==> src/rtl/tick_dispatch_pkg.sv <==
// Shared definitions for the tick dispatcher: FSM state encoding and
// default parameter values.
package tick_dispatch_pkg;

    localparam int MAX_PEND_DEF = 3;
    localparam int TMO_DEF      = 16;
    localparam int CNT_W_DEF    = 16;
    localparam int PEND_W       = 3;
    localparam int WAIT_W       = 8;

    typedef enum logic [1:0] {
        ST_IDLE = 2'd0,
        ST_REQ  = 2'd1,
        ST_GAP  = 2'd2,
        ST_ERR  = 2'd3
    } tick_state_e;

endpackage

==> src/rtl/tick_pend_cnt.sv <==
// Saturating count of buffered ticks with a sticky overflow flag.
// load has priority over inc/dec; a simultaneous inc and dec cancel out.
module tick_pend_cnt
    import tick_dispatch_pkg::*;
#(
    parameter int MAX_PEND = MAX_PEND_DEF
) (
    input  logic              clk,
    input  logic              rst_n,
    input  logic              inc,
    input  logic              dec,
    input  logic              load,
    input  logic [PEND_W-1:0] load_val,
    output logic [PEND_W-1:0] count,
    output logic              ovf
);

    localparam logic [PEND_W-1:0] CNT_MAX = PEND_W'(MAX_PEND);

    logic [PEND_W-1:0] count_q, count_d;
    logic              ovf_q, ovf_d;

    always_comb begin
        count_d = count_q;
        ovf_d   = ovf_q;
        if (load) begin
            count_d = load_val;
        end else if (inc && !dec) begin
            // A tick arriving when full with no dispatch to free a slot is lost.
            if (count_q == CNT_MAX) begin
                ovf_d = 1'b1;
            end else begin
                count_d = count_q + 1'b1;
            end
        end else if (dec && !inc && (count_q != '0)) begin
            count_d = count_q - 1'b1;
        end
    end

    always_ff @(posedge clk or negedge rst_n) begin
        if (!rst_n) begin
            count_q <= '0;
            ovf_q   <= 1'b0;
        end else begin
            count_q <= count_d;
            ovf_q   <= ovf_d;
        end
    end

    assign count = count_q;
    assign ovf   = ovf_q;

endmodule

==> src/rtl/tick_dispatch.sv <==
// Buffers upstream ticks and dispatches each one as a req/ack handshake,
// with a bounded wait, a one-cycle gap between requests and error recovery.
module tick_dispatch
    import tick_dispatch_pkg::*;
#(
    parameter int MAX_PEND = MAX_PEND_DEF,
    parameter int TMO      = TMO_DEF,
    parameter int CNT_W    = CNT_W_DEF
) (
    input  logic             clk,
    input  logic             rst_n,
    input  logic             tick_i,
    input  logic             ack_i,
    output logic             req_o,
    output logic             busy_o,
    output logic [2:0]       pend_o,
    output logic [CNT_W-1:0] done_o,
    output logic             ovf_o,
    output logic             tmo_o
);

    localparam logic [1:0] S_IDLE = ST_IDLE;
    localparam logic [1:0] S_REQ  = ST_REQ;
    localparam logic [1:0] S_GAP  = ST_GAP;
    localparam logic [1:0] S_ERR  = ST_ERR;

    localparam logic [WAIT_W-1:0] WAIT_LAST = WAIT_W'(TMO - 1);

    logic [1:0]        state_q, state_d;
    logic              req_q, req_d;
    logic [WAIT_W-1:0] wait_q, wait_d;
    logic [CNT_W-1:0]  done_q, done_d;
    logic              tmo_q, tmo_d;

    logic              start;
    logic              pend_load;
    logic [PEND_W-1:0] pend_cnt;
    logic              pend_ovf;

    always_comb begin
        state_d   = state_q;
        wait_d    = wait_q;
        done_d    = done_q;
        tmo_d     = tmo_q;
        start     = 1'b0;
        pend_load = 1'b0;
        case (state_q)
            S_IDLE: begin
                if (pend_cnt != '0) begin
                    state_d = S_REQ;
                    start   = 1'b1;
                    wait_d  = '0;
                end
            end
            S_REQ: begin
                // An ack on the last permitted cycle still counts as success.
                if (ack_i) begin
                    state_d = S_GAP;
                    done_d  = done_q + CNT_W'(1);
                end else if (wait_q == WAIT_LAST) begin
                    state_d = S_ERR;
                    tmo_d   = 1'b1;
                end else begin
                    wait_d = wait_q + 1'b1;
                end
            end
            S_GAP: begin
                state_d = S_IDLE;
            end
            S_ERR: begin
                // Recovery flushes the backlog; only a tick on this edge survives.
                state_d   = S_IDLE;
                pend_load = 1'b1;
            end
            default: begin
                state_d = S_IDLE;
            end
        endcase
        req_d = (state_d == S_REQ);
    end

    always_ff @(posedge clk or negedge rst_n) begin
        if (!rst_n) begin
            state_q <= S_IDLE;
            req_q   <= 1'b0;
            wait_q  <= '0;
            done_q  <= '0;
            tmo_q   <= 1'b0;
        end else begin
            state_q <= state_d;
            req_q   <= req_d;
            wait_q  <= wait_d;
            done_q  <= done_d;
            tmo_q   <= tmo_d;
        end
    end

    tick_pend_cnt #(
        .MAX_PEND (MAX_PEND)
    ) u_pend (
        .clk      (clk),
        .rst_n    (rst_n),
        .inc      (tick_i),
        .dec      (start),
        .load     (pend_load),
        .load_val ({2'b00, tick_i}),
        .count    (pend_cnt),
        .ovf      (pend_ovf)
    );

    assign req_o  = req_q;
    assign busy_o = (state_q != S_IDLE) || (pend_cnt != '0);
    assign pend_o = pend_cnt;
    assign done_o = done_q;
    assign ovf_o  = pend_ovf;
    assign tmo_o  = tmo_q;

endmodule

==> config.mk <==
export PLATFORM = sky130hd
export DESIGN_NAME = tick_dispatch
export DESIGN_NICKNAME = d
export VERILOG_FILES = /design/src/rtl/tick_dispatch_pkg.sv /design/src/rtl/tick_pend_cnt.sv /design/src/rtl/tick_dispatch.sv
export SDC_FILE = /design/constraint.sdc
export NUM_CORES = 1
export LEC_CHECK = 0
export BUFFER_PORTS_ARGS = -buffer_cell sky130_fd_sc_hd__buf_4
export CAP_MARGIN = 10
export CORE_MARGIN = 5
export CORE_UTILIZATION = 45
export DETAILED_ROUTE_END_ITERATION = 10
export PLACE_DENSITY = 0.66
export SYNTH_ARGS = -nofsm -noshare
export SYNTH_HDL_FRONTEND = slang
export SYNTH_HIERARCHICAL = 1
export SYNTH_SLANG_ARGS = --single-unit
==> constraint.sdc <==
create_clock -name clk -period 4.9 [get_ports clk]
set_input_delay 0.245 -clock clk [delete_from_list [all_inputs] [get_ports clk]]
set_output_delay 0.245 -clock clk [all_outputs]
set_load 0.005 [all_outputs]
-- Word-level counts from Yosys, hierarchy flattened
Cells that the tools add are included.
- input bits: 4
- word-level logic and storage cells: 55
- output and inout bits: 23
- register bits after elaboration: 32
- multiplexer cells: 15
- reductions and logical operators: 17
- add/subtract/negate cells: 4
- bitwise gates (word level): 2
- equality and inequality tests: 10
- operator list (kind ; count):
    $mux W8 ; 3
    $add A16 B1 Y16 const B ; 1
    $pmux W8 S2 ; 1
    $mux W3 ; 4
    $add A8 B1 Y8 const B ; 1
    $eq A8 B4 Y1 const B ; 1
    $mux W2 ; 3
    $ne A2 B2 Y1 const B ; 3
    $pmux W2 S3 ; 1
    $reduce_and A3 Y1 ; 2
    $reduce_bool A3 Y1 ; 2
    $eq A2 B1 Y1 const B ; 2
    $eq A2 B2 Y1 const B ; 2
    $reduce_and A2 Y1 ; 2
    $reduce_and A4 Y1 ; 1
    $reduce_bool A2 Y1 ; 2
    $add A3 B1 Y3 const B ; 1
    $eq A3 B2 Y1 const B ; 1
    $logic_and A1 B1 Y1 ; 3
    $mux W1 ; 3
    $ne A3 B3 Y1 const B ; 1
    $sub A3 B1 Y3 const B ; 1
    $logic_not A1 Y1 ; 2
    $logic_not A2 Y1 ; 1
    3 further kinds ; 4

-- Longest topological paths before layout
- depth after elaboration: 8
- gate-level depth with buffers: 11
- depth with buffers taken out: 10

-- Modules after synthesis
Netlist, hierarchy kept.
- modules (own cells, without submodules) (module ; area each (um^2) ; times used ; cells an instance ; sequential area each (um^2)):
    tick_dispatch ; 1315.0 ; 1 ; 122 ; 700.7
    tick_pend_cnt ; 315.3 ; 1 ; 36 ; 100.1

-- Worst setup path before layout
Ideal clock, no wire load.
- path kind: reg-to-reg
- start point: register u_pend.count_q[0] (netlist: u_pend/count[0])
- end point: register u_pend.count_q[2] (netlist: u_pend/count[2])
- data required time: 4779 ps
- setup slack: 2696 ps
- period minus slack after synthesis: 2204 ps
- arrival: 2083 ps
- buffers on the path: 1
- library setup time: 121 ps
- cell stages (with the launch flop): 12
- path through: dfrtp_1 > nor3_1 > nand2b_1 > inv_1 > nor2b_1 > buf_6 > xnor2_1 > ha_1 > nor2b_1 > a22oi_1 > o21ai_0 > a22o_1
- longest elaborated chain between the ends: 7
- elaborated cells on any way between the ends: 17
- those cells by class: add/sub (2); eq/ne (2); mux (6); reduce/logical (7)
- RTL lines (what ; line ; RTL):
    from (decl) ; tick_pend_cnt.sv:20 ; logic [PEND_W-1:0] count_q, count_d;
    from (signal assigned) ; tick_pend_cnt.sv:45 ; count_q <= count_d;
    $reduce_bool A3 Y1 (*) ; tick_dispatch.sv:49 ; if (pend_cnt != '0) begin
    $mux W1 (*) ; tick_dispatch.sv:49 ;
    $mux W1 (*) ; tick_dispatch.sv:47 ; case (state_q)
    named net start ; tick_dispatch.sv:35 ; logic start;
    $logic_not A1 Y1 / $logic_and A1 B1 Y1 (equally long branches) ; tick_pend_cnt.sv:28, tick_pend_cnt.sv:35 ;
    $logic_and A1 B1 Y1, on equally long branches ; tick_pend_cnt.sv:28, tick_pend_cnt.sv:35 ;
    $ne A3 B3 Y1 (no source line) (tied with other cells) ; -- ;
    $reduce_and A2 Y1 (no source line) / $mux W3 (equally long branches) ; -- ;
The timed path passes the listed nets; every way through them passes the cells marked *. The select of a mux whose other input is x is not followed.
A chain may end at the register's enable or synchronous reset.

-- Worst setup path after layout
Same ends and word-level chain as after synthesis.

==> key figures <==
Run status
  • Status: complete, no violations

Min path
  • Hold endpoint: u_pend/count[0]
  • Worst hold path type: primary input to flop
  • Hold Crit Depth: 3
  • Hold_sp: tick_i

Route
  • DR vias: 1301
  • Number of remaining DRC errors: 0
  • WL/cell: 13.9 um
  • Initial DRC Count: 52
  • Vias per Instance: 5.44
  • 1st-pass router iterations: 4
  • WL final: 3310 um
  • Antenna Nets Post-Route: 0

Floorplan
  • Die Area: 0.00493 mm^2
  • Die Span Y: 70.2 um
  • Die Wd: 70.2 um
  • Row cnt: 21
  • Initial Utilization: 47.7%
  • Num ports: 27
  • CORE AREA: 0.00342 mm^2

Power
  • Clk pwr share: 16.6%
  • Leak Pwr: 0.888 nW
  • Combinational power share: 40.1%
  • Flop pwr share: 43.3%
  • NetSw: 0.366 mW
  • Pwr dens: 483 mW/mm^2
  • Total Power: 0.940 mW
  • Max VDD drop: 322 uV
  • Switching share of total power: 39.0%
  • Internal power: 0.573 mW

Flow run
  • Maxcap violations: 0

Timing
  • Max transition margin: 59.6%
  • Worst Max-Slew Pin Slew: 0.602 ns
  • Final setup TNS: 0 ns
  • Share of the clock period used by the worst path: 56.1%
  • Highest clock rate: 364 MHz
  • RSZ-0062 raised after global routing: no
  • Pins Over Slew Limit: 0
  • Count of final setup violators: 0
  • Fin. Hold Viols: 0
  • Worst Skew: 0.00398 ns
  • Min Tclk post-route: 2.75 ns

Global route
  • Total track usage: 15.0%
  • Largest net degree at the start of global routing: 33
  • Initial antenna violation count: 0
  • Gr ovfl total: 0
  • Vias in the first global route: 1283
  • First-pass GRT wire length: 5870 um

Synth
  • Post-synthesis cell type count: 44
  • Yosys warning count: 6
  • Register area share after synthesis: 49.1%
  • Mapped Cells: 158
  • EDFF count, synth: 0
  • Main synth FF type: dfrtp_1
  • Syn_area_per_cell: 10.3 um^2
  • #FFs+latches synth: 32
  • Synth Cell Area: 0.00163 mm^2
  • Post-synth ARST share: 100%

Clocking
  • # H-tree levels: 2
  • # clock sinks: 32
  • Clock buffer count from CTS: 5
  • CTS tree: done
  • Clock Tree Root: clkbuf_4
  • Clock transition at the registers of the reported paths: 0.10 ns
  • Max Buffers Root-to-Sink: 2
  • Post-CTS sizing: 0
  • Clock Latency Late Sink: 0.32 ns

Setup path
  • Top delay family on crit path: simple AND/OR/NAND/NOR gates
  • Crit path launch type: flop
  • R2R Setup Slk: 2.15 ns
  • Crit-path cells: nor3_1 > nand2b_1 > inv_1 > nor2b_1 > xnor2_1 > ha_1 > nor2b_1 > a22oi_1 > o21ai_0 > a22o_1
  • Reg-to-reg endpoint: u_pend/count[2]
  • Critical Path RT: 5.12 ns
  • Worst path slowest cell: nor2b_1
  • Crit-path max FO: 10
  • R2R depth: 10
  • Number of buffers and inverters on the critical path: 1
  • Crit path top cell by count: nor2b_1
  • Setup Crit Path Kind: flop to flop
  • Crit path arrival time: 2.97 ns
  • CP Capture Type: flop
  • Critical R2R Launch: u_pend/count[0]
  • Slowest stage delay, CP: 0.51 ns

Cells and area
  • Layout cells sized above 1: 21.2%
  • Layout Nets: 199
  • Non-Filler Instances: 239
  • N_diodes: 0
  • Area growth from synthesis to layout: 19.4%

Placement
  • IO Port Bufs: 26
  • Final HPWL DP: 2440 um
  • Placer congestion estimate: 0.964
  • DP Cell Count: 230
through the flow:
stage / utilization, % / area [um^2] / hold slack (ns) / setup WS [ns]
floorplan: - / 1630 / -0.0506 / 2.70
global placement: 54.9 / 1880 / 0.202 / 2.42
detailed placement: 54.9 / 1880 / 0.205 / 2.18
CTS: 57.0 / 1950 / 0.160 / 2.18
global route: 57.0 / 1950 / 0.162 / 1.92
finish: 57.0 / 1950 / 0.181 / 2.15
power groups by stage:
stage	Combinational, mW	Clock, mW	Sequential [mW]
floorplan	0.253	0	0.398
global placement	0.361	0	0.405
detailed placement	0.376	0	0.412
CTS	0.378	0.162	0.406
global route	0.420	0.178	0.420
finish	0.377	0.156	0.407
worst reg2reg max path: stages, from the launching register on:
cell	delay [ns]
dfrtp_1	0.49
nor3_1	0.25
nand2b_1	0.30
inv_1	0.16
nor2b_1	0.51
xnor2_1	0.20
ha_1	0.26
nor2b_1	0.07
a22oi_1	0.14
o21ai_0	0.09
a22o_1	0.18
what timing repair did:
action,4_1_cts,5_1_grt
hold buffers,1,0
endpoints found under the setup margin,0,0
endpoints found under the hold margin,32,0
buffers inserted,0,0
Yosys cell counts, types with 2 or more instances:
cell / instances / share of area [%]
dfrtp_1: 32 / 49
nor2_1: 14 / 3.2
xnor2_1: 13 / 7.0
nand3_1: 12 / 3.7
nand2_1: 10 / 2.3
inv_1: 6 / 1.4
a31oi_1: 5 / 1.9
nor3_1: 5 / 1.5
o21ai_0: 5 / 1.5
nand2b_1: 4 / 1.5
nor2b_1: 4 / 1.5
xor2_1: 4 / 2.1
ha_1: 3 / 2.3
nand4_1: 3 / 1.2
nor3b_1: 3 / 1.4
a21o_1: 2 / 0.92
a21oi_1: 2 / 0.61
a22o_1: 2 / 1.1
nand4b_1: 2 / 1.1
o211ai_1: 2 / 0.92
o31ai_1: 2 / 0.92
final cells by class:
type	count	area, um^2
Sequential cell	32	801
Clock buffer	6	51.3
Inverter	6	22.5
Fill cell	312	1470
Timing Repair Buffer	27	205
Multi-Input combinational cell	120	800
Clock inverter	2	10.0
Tap cell	46	57.6
per-layer routing:
layer | GRT usage, % | wire length (um)
met1 | 18.1 | 1460
met2 | 24.1 | 1640
met3 | 4.45 | 134
met4 | 7.45 | 70
met5 | 0 | 0
cell families after synthesis:
group | Yosys count | share of synthesized area, %
DFF | 32 | 49.1
buffers and inverters | 7 | 2.07
AOI/OAI and AO/OA | 31 | 13.7
other | 1 | 0.230
muxes | 2 | 1.30
and+or+nand+nor | 65 | 22.1
xor gates and xnor gates | 17 | 9.13
adders and majority gates | 3 | 2.30
layout by cell type (no fill, tap or decap), types with 2 or more instances in the layout:
cell type / instances
buf_4: 26
o211ai_1: 2
a21oi_1: 2
nor2_1: 14
nand2b_1: 4
clkinv_2: 2
a22o_1: 2
o31ai_1: 2
nand4_1: 3
inv_1: 6
nor3_1: 5
nand4b_1: 2
ha_1: 3
nor3b_1: 3
xnor2_1: 13
o21ai_0: 5
nand3_1: 12
a21o_1: 2
dfrtp_1: 32
xor2_1: 4
clkbuf_4: 5
nor2b_1: 4
conb_1: 2
nand2_1: 10
a31oi_1: 5
registers in the layout, summed over array words and instances, names as in the netlist:
| name | flops |
|---|---|
| req_o | 1 |
| state_q | 2 |
| tmo_o | 1 |
| wait_q | 8 |
| u_pend/count | 3 |
| u_pend/ovf | 1 |
| done_o | 16 |
worst max path at each step:
stage / from / to / cells after the start
CTS: u_pend/count[0] / u_pend/count[2] / 10
global route: u_pend/count[0] / u_pend/count[2] / 10
finish: u_pend/count[0] / u_pend/count[2] / 10
floorplan: u_pend/count[0] / u_pend/count[2] / 11
detailed placement: u_pend/count[0] / u_pend/count[2] / 10
global placement: u_pend/count[0] / u_pend/count[2] / 10
Note: power is estimated with default switching activity, not from simulation.
